<file path="src/rtl/srlfifo_ctl.sv">
// Control and registered output stage around a 64x8 addressable shift register.
// Together with the SRL this forms a 65-byte FIFO: 64 SRL stages plus the q register.
module srlfifo_ctl (
    input  logic       clk,
    input  logic       rst,
    input  logic       wr,
    input  logic [7:0] wd,
    output logic [7:0] sd,
    output logic       sce,
    output logic [5:0] sa,
    input  logic [7:0] sy,
    output logic [7:0] q,
    output logic       qv,
    input  logic       qr,
    output logic [6:0] lvl,
    output logic       full,
    output logic       empty,
    output logic       ovf
);

    logic [6:0] cnt;
    logic [6:0] cnt_m1;
    logic       nz;
    logic       push;
    logic       ld;

    assign nz     = (cnt != 7'd0);
    assign cnt_m1 = cnt - 7'd1;
    assign full   = (cnt == 7'd64);
    assign empty  = ~nz & ~qv;
    assign lvl    = cnt;

    assign push = wr & ~full;
    // Load q from the oldest entry when the output slot is free or being drained.
    assign ld   = nz & (~qv | qr);

    assign sd  = wd;
    assign sce = push & ~rst;
    // cnt-1 is at most 63 here, so the low six bits are the full address.
    assign sa  = nz ? cnt_m1[5:0] : 6'd0;

    always_ff @(posedge clk) begin
        if (rst) begin
            cnt <= 7'd0;
            qv  <= 1'b0;
            q   <= 8'h00;
            ovf <= 1'b0;
        end else begin
            if (ld) begin
                q  <= sy;
                qv <= 1'b1;
            end else if (qv & qr) begin
                qv <= 1'b0;
            end

            if (push & ~ld)
                cnt <= cnt + 7'd1;
            else if (ld & ~push)
                cnt <= cnt_m1;

            if (wr & full)
                ovf <= 1'b1;
        end
    end

endmodule

</file>
<file path="config.mk">
export PLATFORM = sky130hd
export DESIGN_NAME = srlfifo_ctl
export DESIGN_NICKNAME = d
export VERILOG_FILES = /design/src/rtl/srlfifo_ctl.sv
export SDC_FILE = /design/constraint.sdc
export NUM_CORES = 1
export LEC_CHECK = 0
export BUFFER_PORTS_ARGS = -buffer_cell sky130_fd_sc_hd__buf_4
export CAP_MARGIN = 20
export CORE_ASPECT_RATIO = 2
export CORE_UTILIZATION = 29
export DETAILED_ROUTE_END_ITERATION = 8
export SETUP_SLACK_MARGIN = 0.02
export SYNTH_ARGS = -nofsm -noshare
export SYNTH_HDL_FRONTEND = slang
export SYNTH_SLANG_ARGS = --single-unit
</file>
<file path="constraint.sdc">
create_clock -name clk -period 4.4 [get_ports clk]
set_input_delay 0.66 -clock clk [delete_from_list [all_inputs] [get_ports clk]]
set_output_delay 0.66 -clock clk [all_outputs]
set_load 0.05 [all_outputs]
</file>
==> flow_metrics.tcl, run 1 <==
set metrics [dict create \
    place.gp.congestion 0.737 \
    clkLatencyLatePin_ns 0.25 \
    slew_headroom_pct 75.9 \
    cp_num_buf_inv 1 \
    cpMaxStageDelayCell "dfxtp_1" \
    yosys_warnings 0 \
    tightest_slew_ns 0.360 \
    hp-class "flop to flop" \
    synth_top_area_cell "dfxtp_1" \
    drive_gt1_share_pct 32.8 \
    syn2layout_area_growth_pct 28.8 \
    dieArea_um2 3580 \
    cts_tree "done" \
    multi_input_area_um2 519 \
    status "completed" \
    wl_per_cell_um 12.1 \
    synth_top_area_share_pct 35.2 \
    start_util_pct 30.6 \
    drcViolationCount 0 \
    synth_flop_cell "dfxtp_1" \
    timing.final.crit_share_pct 63.3 \
    worstSetupPathType "flop to flop" \
    synth.ff_latch_count 17 \
    min_period_ns 2.78 \
    firstDrtPassIters 4 \
    post_cts_buffers 0 \
    synth_area_leaders "dfxtp_1, mux2i_1, nor2_1" \
    synth_cells 109 \
    io_buffers 37 \
    clk_root_buffer_cell "clkbuf_8" \
    path_delay_family "simple AND/OR/NAND/NOR gates" \
    worstSetupEndpointType "flop" \
    fp-row-count 29 \
    finalHoldViolCount 0 \
    max_cap_violations 0 \
    clock-sinks 17 \
    syn_area_per_cell_um2 8.86 \
    critPathMaxStageDelay_ns 0.40 \
    crit_chain "inv_1 > ha_1 > nor3b_4 > nor3b_2 > nand2_1 > and2_1 > ha_1 > nor3b_2 > a32oi_1 > mux2_1" \
    cp.arrival_ns 2.92 \
    ys_top_cells_by_count "nor2_1, dfxtp_1, mux2i_1" \
    cp_max_fo 9 \
    clock_path_buffers 2 \
    routed_wl_um 2030 \
    antenna_found_initial 0 \
    diodes 0 \
    syn_nets 132 \
    cts_resized 0 \
    fillers 341 \
    fin_skew_ns 0.00410 \
    die_w_um 42.8 \
    io_pins 54 \
    yosysMostFrequentCell "nor2_1" \
    layout.nets 161 \
    ys_seq_area_share_pct 35.2 \
    drtIter0Drc 14 \
    grt_pass1_vias 793 \
    setup_violations 0 \
    vias 829 \
    cts_buffers 3 \
    dpl.hpwl_um 1570 \
    synth_edf_count 0 \
    r2r_setup_slack_ns 1.62 \
    grt_max_degree 21 \
    crit_path_start_kind "flop" \
    core_um2 3160 \
    grt-ovfl-total 0 \
    finalSetupTns_ns 0 \
    grt_pass1_wl_um 3340 \
    worstPathRequired_ns 4.54 \
    grt_use_total_pct 12.2 \
    hold_buffers 0 \
    drt-vias-per-instance 4.93 \
    h-tree-depth 1 \
    ant_nets 0 \
    synth_area_um2 966 \
    async_flop_share_pct 0 \
    seq_area_um2 340 \
    rsz0062_at_grt "false" \
    die_h_um 83.6 \
    synth_cell_type_count 30 \
    max_freq_ghz 0.359 \
    clk_pin_slew_worst_paths_ns 0.07 \
    drv_slew 0 \
]
==> stage by stage <==
stage,hold slack (ns),instances,instance area (um2),utilization [%],worst slack [ns]
floorplan,0.728,109,966,-,1.44
global placement,0.468,164,1200,38.0,1.74
detailed placement,0.472,164,1200,38.0,1.61
CTS,0.500,168,1240,39.4,1.59
global route,0.521,168,1240,39.4,1.40
finish,0.493,168,1240,39.4,1.62
==> cell type report <==
type                            count  area share (%)
Tap cell                           31            3.12
Multi-Input combinational cell     74            41.8
Sequential cell                    17            27.4
Timing Repair Buffer               38            22.9
Inverter                            4            1.21
Clock buffer                        4            3.62
==> worst paths after layout <==
| check | startpoint | endpoint | cells past startpoint |
|---|---|---|---|
| worst min register to register | ovf$_SDFFE_PP0P_ | ovf$_SDFFE_PP0P_ | 2 |
| worst max-delay path | lvl[0]$_SDFFE_PP0P_ | lvl[5]$_SDFFE_PP0P_ | 10 |
| worst min-delay path | ovf$_SDFFE_PP0P_ | ovf$_SDFFE_PP0P_ | 2 |
| worst max register to register | lvl[0]$_SDFFE_PP0P_ | lvl[5]$_SDFFE_PP0P_ | 10 |
==> cells by family (layout without fill, tap and decap cells) <==
family | Yosys count | count (layout) | synth area share, %
flops | 17 | 17 | 35.2
simple gates | 42 | 42 | 24.2
buf+inv | 18 | 46 | 11.0
fa+ha+maj | 3 | 3 | 3.89
xor+xnor | 8 | 8 | 7.25
mux | 11 | 11 | 11.7
compound gates | 10 | 10 | 6.74
==> worst reg2reg max path, cell delays in order (launching register included) <==
cell,delay [ns]
dfxtp_1,0.40
inv_1,0.10
ha_1,0.21
nor3b_4,0.30
nor3b_2,0.29
nand2_1,0.11
and2_1,0.17
ha_1,0.39
nor3b_2,0.25
a32oi_1,0.13
mux2_1,0.32
==> routing by layer <==
layer	global-route usage, %	vias up	share of wire [%]
li1	-	408	-
met1	12.7	388	41
met2	20.2	29	49
met3	2.38	4	6.2
met4	9.38	0	3.1
met5	0	-	0
==> layout by cell type (no fill, tap or decap), types with 4 or more instances in the layout <==
cell type,n
xnor2_1,6
dfxtp_1,17
inv_1,4
nor2_1,23
buf_4,38
mux2i_1,9
a21oi_1,4
==> sequential cells by signal, indices dropped and copies added (netlist names) <==
name	flops
ovf	1
lvl	7
q	8
qv	1
Power of run 1 is left out: the tool's default activity adds up to more than one toggle a clock period on the data nets, which glitch-free logic cannot reach.
==> run 2, diff against run 1 <==
--- a/config.mk
+++ b/config.mk
@@ -5,6 +5,7 @@
 export SDC_FILE = /design/constraint.sdc
 export NUM_CORES = 1
 export LEC_CHECK = 0
+export ABC_AREA = 1
 export BUFFER_PORTS_ARGS = -buffer_cell sky130_fd_sc_hd__buf_4
 export CAP_MARGIN = 20
 export CORE_ASPECT_RATIO = 2
==> constraint.sdc (replaced) <==
create_clock -name clk -period 2.5 [get_ports clk]
set_input_delay 0.375 -clock clk [delete_from_list [all_inputs] [get_ports clk]]
set_output_delay 0.375 -clock clk [all_outputs]
set_load 0.05 [all_outputs]
==> run 2 against run 1 <==
Sequential share of layout area is 3.2 points lower. Cell count is 32% higher. Sequential cell count stayed put. Critical path depth is 1 lower. Worst hold slack worse by 0.14 ns. Critical endpoint is now sa[4].
==> flow_metrics.tcl, run 2 <==
set metrics [dict create \
    synth_edf_count 0 \
    finalSetupTns_ns 0 \
    rsz0062_at_grt "false" \
    worstSetupPathType "flop to primary output" \
    io_buffers 37 \
    cts_buffers 3 \
    drcViolationCount 0 \
    setup_violations 0 \
    cts_resized 0 \
    place.gp.congestion 0.846 \
    syn2layout_area_growth_pct 32.4 \
    routed_wl_um 2850 \
    synth_area_um2 1090 \
    ant_nets 0 \
    cp.arrival_ns 1.79 \
    crit_path_start_kind "flop" \
    diodes 0 \
    worstPathRequired_ns 2.12 \
    drive_gt1_share_pct 45.7 \
    grt_pass1_wl_um 4530 \
    fin_skew_ns 0.00197 \
    tightest_slew_ns 0.297 \
    hold_depth 3 \
    io_pins 54 \
    fp-row-count 31 \
    async_flop_share_pct 0 \
    hold_buffers 0 \
    grt_pass1_vias 1055 \
    die_w_um 45.3 \
    max_cap_violations 0 \
    top_register "q" \
    yosysMostFrequentCell "nand2_1" \
    finalHoldViolCount 0 \
    worst_hold_slack_ns 0.354 \
    antenna_found_initial 0 \
    r2r.worst_path.cells 11 \
    grt_max_degree 15 \
    r2r_start "lvl[0]$_SDFFE_PP0P_" \
    cts_tree "done" \
    start_util_pct 30.2 \
    max_freq_ghz 0.463 \
    status "completed" \
    grt-ovfl-total 0 \
    synth.ff_latch_count 17 \
    fillers 381 \
    die_h_um 88.7 \
    synth_cells 142 \
    worstSetupEndpointType "primary output" \
    slew_headroom_pct 80.2 \
    synth_area_leaders "dfxtp_1, nand3_2, a21oi_2" \
    core_um2 3610 \
    clk_pin_slew_worst_paths_ns 0.07 \
    most-common-layout-cells "buf_4, nand2_1, dfxtp_1, inv_1, nor2_1" \
    drv_slew 0 \
    synth_flop_cell "dfxtp_1" \
    min_period_ns 2.16 \
    post_cts_buffers 0 \
    syn_area_per_cell_um2 7.67 \
    r2r_end "lvl[6]$_SDFFE_PP0P_" \
    wl_per_cell_um 12.8 \
    clock_path_buffers 2 \
    h-tree-depth 1 \
    layout.nets 197 \
    clock-sinks 17 \
    synth_top_area_share_pct 31.2 \
    drtIter0Drc 24 \
    min_from "wr" \
    yosys_warnings 0 \
    finish.utilization_pct 40.0 \
    cp_max_fo 10 \
    final_common_cell "buf_4" \
    hp-class "primary input to flop" \
    clk_root_buffer_cell "clkbuf_8" \
    synth_cell_type_count 29 \
    grt_use_total_pct 15.6 \
    drt-vias-per-instance 4.81 \
    syn_nets 165 \
    dpl.hpwl_um 2310 \
    synth_top_area_cell "dfxtp_1" \
    firstDrtPassIters 4 \
    largest_reg_flops 8 \
    vias 1067 \
    clkLatencyLatePin_ns 0.26 \
    hold_path_end "ovf$_SDFFE_PP0P_" \
    dieArea_um2 4020 \
    timing.final.crit_share_pct 86.4 \
    ys_top_cells_by_count "nand2_1, dfxtp_1, inv_1" \
    ys_seq_area_share_pct 31.2 \
    r2r_setup_slack_ns 0.34 \
]
## run 2: changes by cell type in the layout (fill, tap and decap cells not counted), sizes merged, moves of 3 or more
cell / previous run / this run
mux2i: 9 / 0
inv: 4 / 18
nor2: 23 / 14
nor3b: 4 / 0
nor2b: 3 / 0
nand3: 1 / 18
a21oi: 4 / 21
nand2: 1 / 23
xnor2: 6 / 1
o21ai: 1 / 6
## run 2: worst max-delay path by stage
stage	startpoint	depth (start not counted)	slack [ns]	to
4_1_cts	lvl[0]$_SDFFE_PP0P_	9	0.34	sa[4]
5_1_grt	lvl[0]$_SDFFE_PP0P_	11	0.22	lvl[6]$_SDFFE_PP0P_
3_3_place_gp	lvl[0]$_SDFFE_PP0P_	11	0.40	lvl[6]$_SDFFE_PP0P_
2_1_floorplan	lvl[0]$_SDFFE_PP0P_	14	0.02	lvl[6]$_SDFFE_PP0P_
6_report	lvl[0]$_SDFFE_PP0P_	9	0.34	sa[4]
3_5_place_dp	lvl[0]$_SDFFE_PP0P_	11	0.36	lvl[6]$_SDFFE_PP0P_
## run 2: through the flow
stage | cells | area [um2] | setup slack (ns)
after detailed placement | 218 | 1400 | 0.363
after CTS | 222 | 1440 | 0.337
final | 222 | 1440 | 0.339
after global routing | 222 | 1440 | 0.222
after global placement | 218 | 1400 | 0.396
after floorplan | 142 | 1140 | 0.0242
## run 2: metal layers
metal | global-route usage (%) | part of all wire [%] | wire (um) | up-vias
li1 | - | - | - | 522
met5 | 0 | 0 | 0 | -
met2 | 30.2 | 55 | 1560 | 54
met3 | 2.04 | 6.1 | 174 | 11
met1 | 14.1 | 36 | 1030 | 480
met4 | 9.37 | 3.2 | 91 | 0
## run 2: cell type report
class,count,area (um2),share of cell area (%)
tap,49,61.3,4.25
sequential,17,349,24.2
multi-input combinational,95,621,43.0
inverter,18,72.6,5.03
timing repair buffer,39,293,20.3
clock inverter,1,5.00,0.347
clock buffer,3,41.3,2.86
## run 2: critical path: stages (launching register included)
cell,delay (ns)
dfxtp_4,0.37
inv_4,0.09
ha_4,0.14
nand2_2,0.06
nor2_4,0.18
nand4_4,0.12
buf_4,0.22
inv_4,0.10
a21oi_1,0.06
buf_4,0.19
## run 2: logic make-up (layout without fill, tap and decap cells)
logic type                 after synthesis  in the layout  synth area share [%]
and+or+nand+nor                         61             61                  32.3
buffers and inverters                   30             61                  14.5
AOI/OAI and AO/OA                       28             28                  16.2
DFF                                     17             17                  31.2
adders and majority gates                3              3                  3.44
xor gates and xnor gates                 3              3                  2.41
Power of run 2 is left out for the same reason.
==> run 3, diff against run 2 <==
--- a/config.mk
+++ b/config.mk
@@ -5,7 +5,7 @@
 export SDC_FILE = /design/constraint.sdc
 export NUM_CORES = 1
 export LEC_CHECK = 0
-export ABC_AREA = 1
+export ABC_AREA = 0
 export BUFFER_PORTS_ARGS = -buffer_cell sky130_fd_sc_hd__buf_4
 export CAP_MARGIN = 20
 export CORE_ASPECT_RATIO = 2
==> run 3 against run 2 <==
Via count is 21% lower. Core utilization is 2.9 points higher. Non-clock buffer count up 4. Worst hold slack improved by 0.0089 ns. Critical endpoint is now lvl[6]$_SDFFE_PP0P_. Register-to-register slack lost 0.18 ns. First-iteration DRC count shrank 54%. Highest routed layer unchanged. Die area shrank 11%.
==> flow_metrics.tcl, run 3 (synthesis results as in run 1) <==
set metrics [dict create \
    clk_pin_slew_worst_paths_ns 0.06 \
    layout.nets 166 \
    grt_pass1_vias 904 \
    worstSetupEndpointType "flop" \
    hold_path_end "q[0]$_SDFFE_PP0P_" \
    hold_depth 3 \
    final_cell_area_um2 1350 \
    dpl.hpwl_um 1810 \
    most-common-layout-cells "buf_4, nor2_1, dfxtp_1, mux2i_1, xnor2_1" \
    routed_wl_um 2330 \
    core_um2 3160 \
    fillers 321 \
    io_buffers 37 \
    dieArea_um2 3580 \
    r2r_start "lvl[1]$_SDFFE_PP0P_" \
    final_common_cell "buf_4" \
    die_h_um 83.6 \
    place_area_um2 1250 \
    wl_per_cell_um 13.5 \
    syn2layout_area_growth_pct 40.2 \
    worstSetupPathType "flop to flop" \
    cts_buffers 3 \
    clk_root_buffer_cell "clkbuf_8" \
    tightest_slew_ns 0.375 \
    vias 839 \
    diodes 0 \
    crit_chain "inv_2 > ha_4 > nor3b_4 > nor3b_4 > nand2_2 > and2_4 > ha_4 > nor3b_4 > a32oi_2 > mux2_4" \
    grt_max_degree 21 \
    top_register "q" \
    io_pins 54 \
    min_period_ns 2.34 \
    drv_slew 0 \
    worstPathRequired_ns 2.64 \
    clkLatencyLatePin_ns 0.25 \
    place.gp.congestion 0.820 \
    crit_path_start_kind "flop" \
    largest_reg_flops 8 \
    firstDrtPassIters 3 \
    max_cap_violations 0 \
    status "completed" \
    min_from "sy[0]" \
    drtIter0Drc 11 \
    cts_tree "done" \
    fp-row-count 29 \
    critPathMaxStageDelay_ns 0.37 \
    start_util_pct 30.6 \
    cpMaxStageDelayCell "dfxtp_4" \
    drcViolationCount 0 \
    grt_use_total_pct 13.9 \
    h-tree-depth 1 \
    setup_violations 0 \
    seq_area_um2 350 \
    grt-ovfl-total 0 \
    clock-sinks 17 \
    r2r.worst_path.cells 10 \
    cp.arrival_ns 2.48 \
    path_delay_family "simple AND/OR/NAND/NOR gates" \
    clock_path_buffers 2 \
    r2r_end "lvl[6]$_SDFFE_PP0P_" \
    hp-class "primary input to flop" \
    die_w_um 42.8 \
    timing.final.crit_share_pct 93.6 \
    multi_input_area_um2 582 \
    fin_skew_ns 0.00130 \
    drive_gt1_share_pct 45.1 \
    rsz0062_at_grt "false" \
    grt_pass1_wl_um 3830 \
    drt-vias-per-instance 4.85 \
    finalHoldViolCount 0 \
    max_freq_ghz 0.428 \
    antenna_found_initial 0 \
    finish.utilization_pct 42.9 \
    cp_common_cell "nor3b_4" \
    cp_max_fo 8 \
    slew_headroom_pct 74.8 \
    r2r_setup_slack_ns 0.16 \
    ant_nets 0 \
    cp_num_buf_inv 1 \
]
-- run 3: per-layer routing --
metal | global-route usage [%] | vias to the layer above | share of wire [%]
li1 | - | 419 | -
met1 | 12.2 | 389 | 36
met2 | 27.0 | 27 | 58
met3 | 1.52 | 4 | 4.1
met4 | 9.38 | 0 | 1.8
met5 | 0 | - | 0
-- run 3: final cells by class --
class                      count  area share (%)
clock buffer                   4            3.33
sequential                    17            25.9
tap                           31            2.87
multi-input combinational     74            43.0
timing repair buffer          43            23.8
inverter                       4            1.11
-- run 3: how the worst max path moves through the flow --
stage | cells past startpoint | end | start | slack [ns]
after floorplan | 11 | lvl[6]$_SDFFE_PP0P_ | lvl[1]$_SDFFE_PP0P_ | -0.007
after global placement | 11 | lvl[3]$_SDFFE_PP0P_ | lvl[1]$_SDFFE_PP0P_ | 0.18
after detailed placement | 10 | lvl[6]$_SDFFE_PP0P_ | lvl[1]$_SDFFE_PP0P_ | 0.04
after CTS | 10 | lvl[6]$_SDFFE_PP0P_ | lvl[1]$_SDFFE_PP0P_ | 0.03
after global routing | 10 | lvl[5]$_SDFFE_PP0P_ | lvl[0]$_SDFFE_PP0P_ | 0.002
final | 10 | lvl[6]$_SDFFE_PP0P_ | lvl[1]$_SDFFE_PP0P_ | 0.16
-- run 3: repair_timing --
item | 4_1_cts | 5_1_grt
hold endpoints to repair | 0 | 0
setup endpoints to repair | 0 | 5
setup buffers | 0 | 1
hold buffers | 0 | 0
resized for setup | 0 | 9
-- run 3: stage by stage --
stage	std cells	setup TNS, ns	hold WS, ns	worst slack (ns)
floorplan	109	-0.00735	0.522	-0.00735
global placement	168	0	0.471	0.175
detailed placement	168	0	0.481	0.0422
CTS	172	0	0.356	0.0309
global route	173	0	0.368	0.00241
finish	173	0	0.363	0.161
-- run 3: worst min-delay path: cells and delay by family --
family | cells | cell delay [ns]
simple gates | 1 | 0.07
buf+inv | 1 | 0.08
mux | 1 | 0.06
Power of run 3 is left out for the same reason.
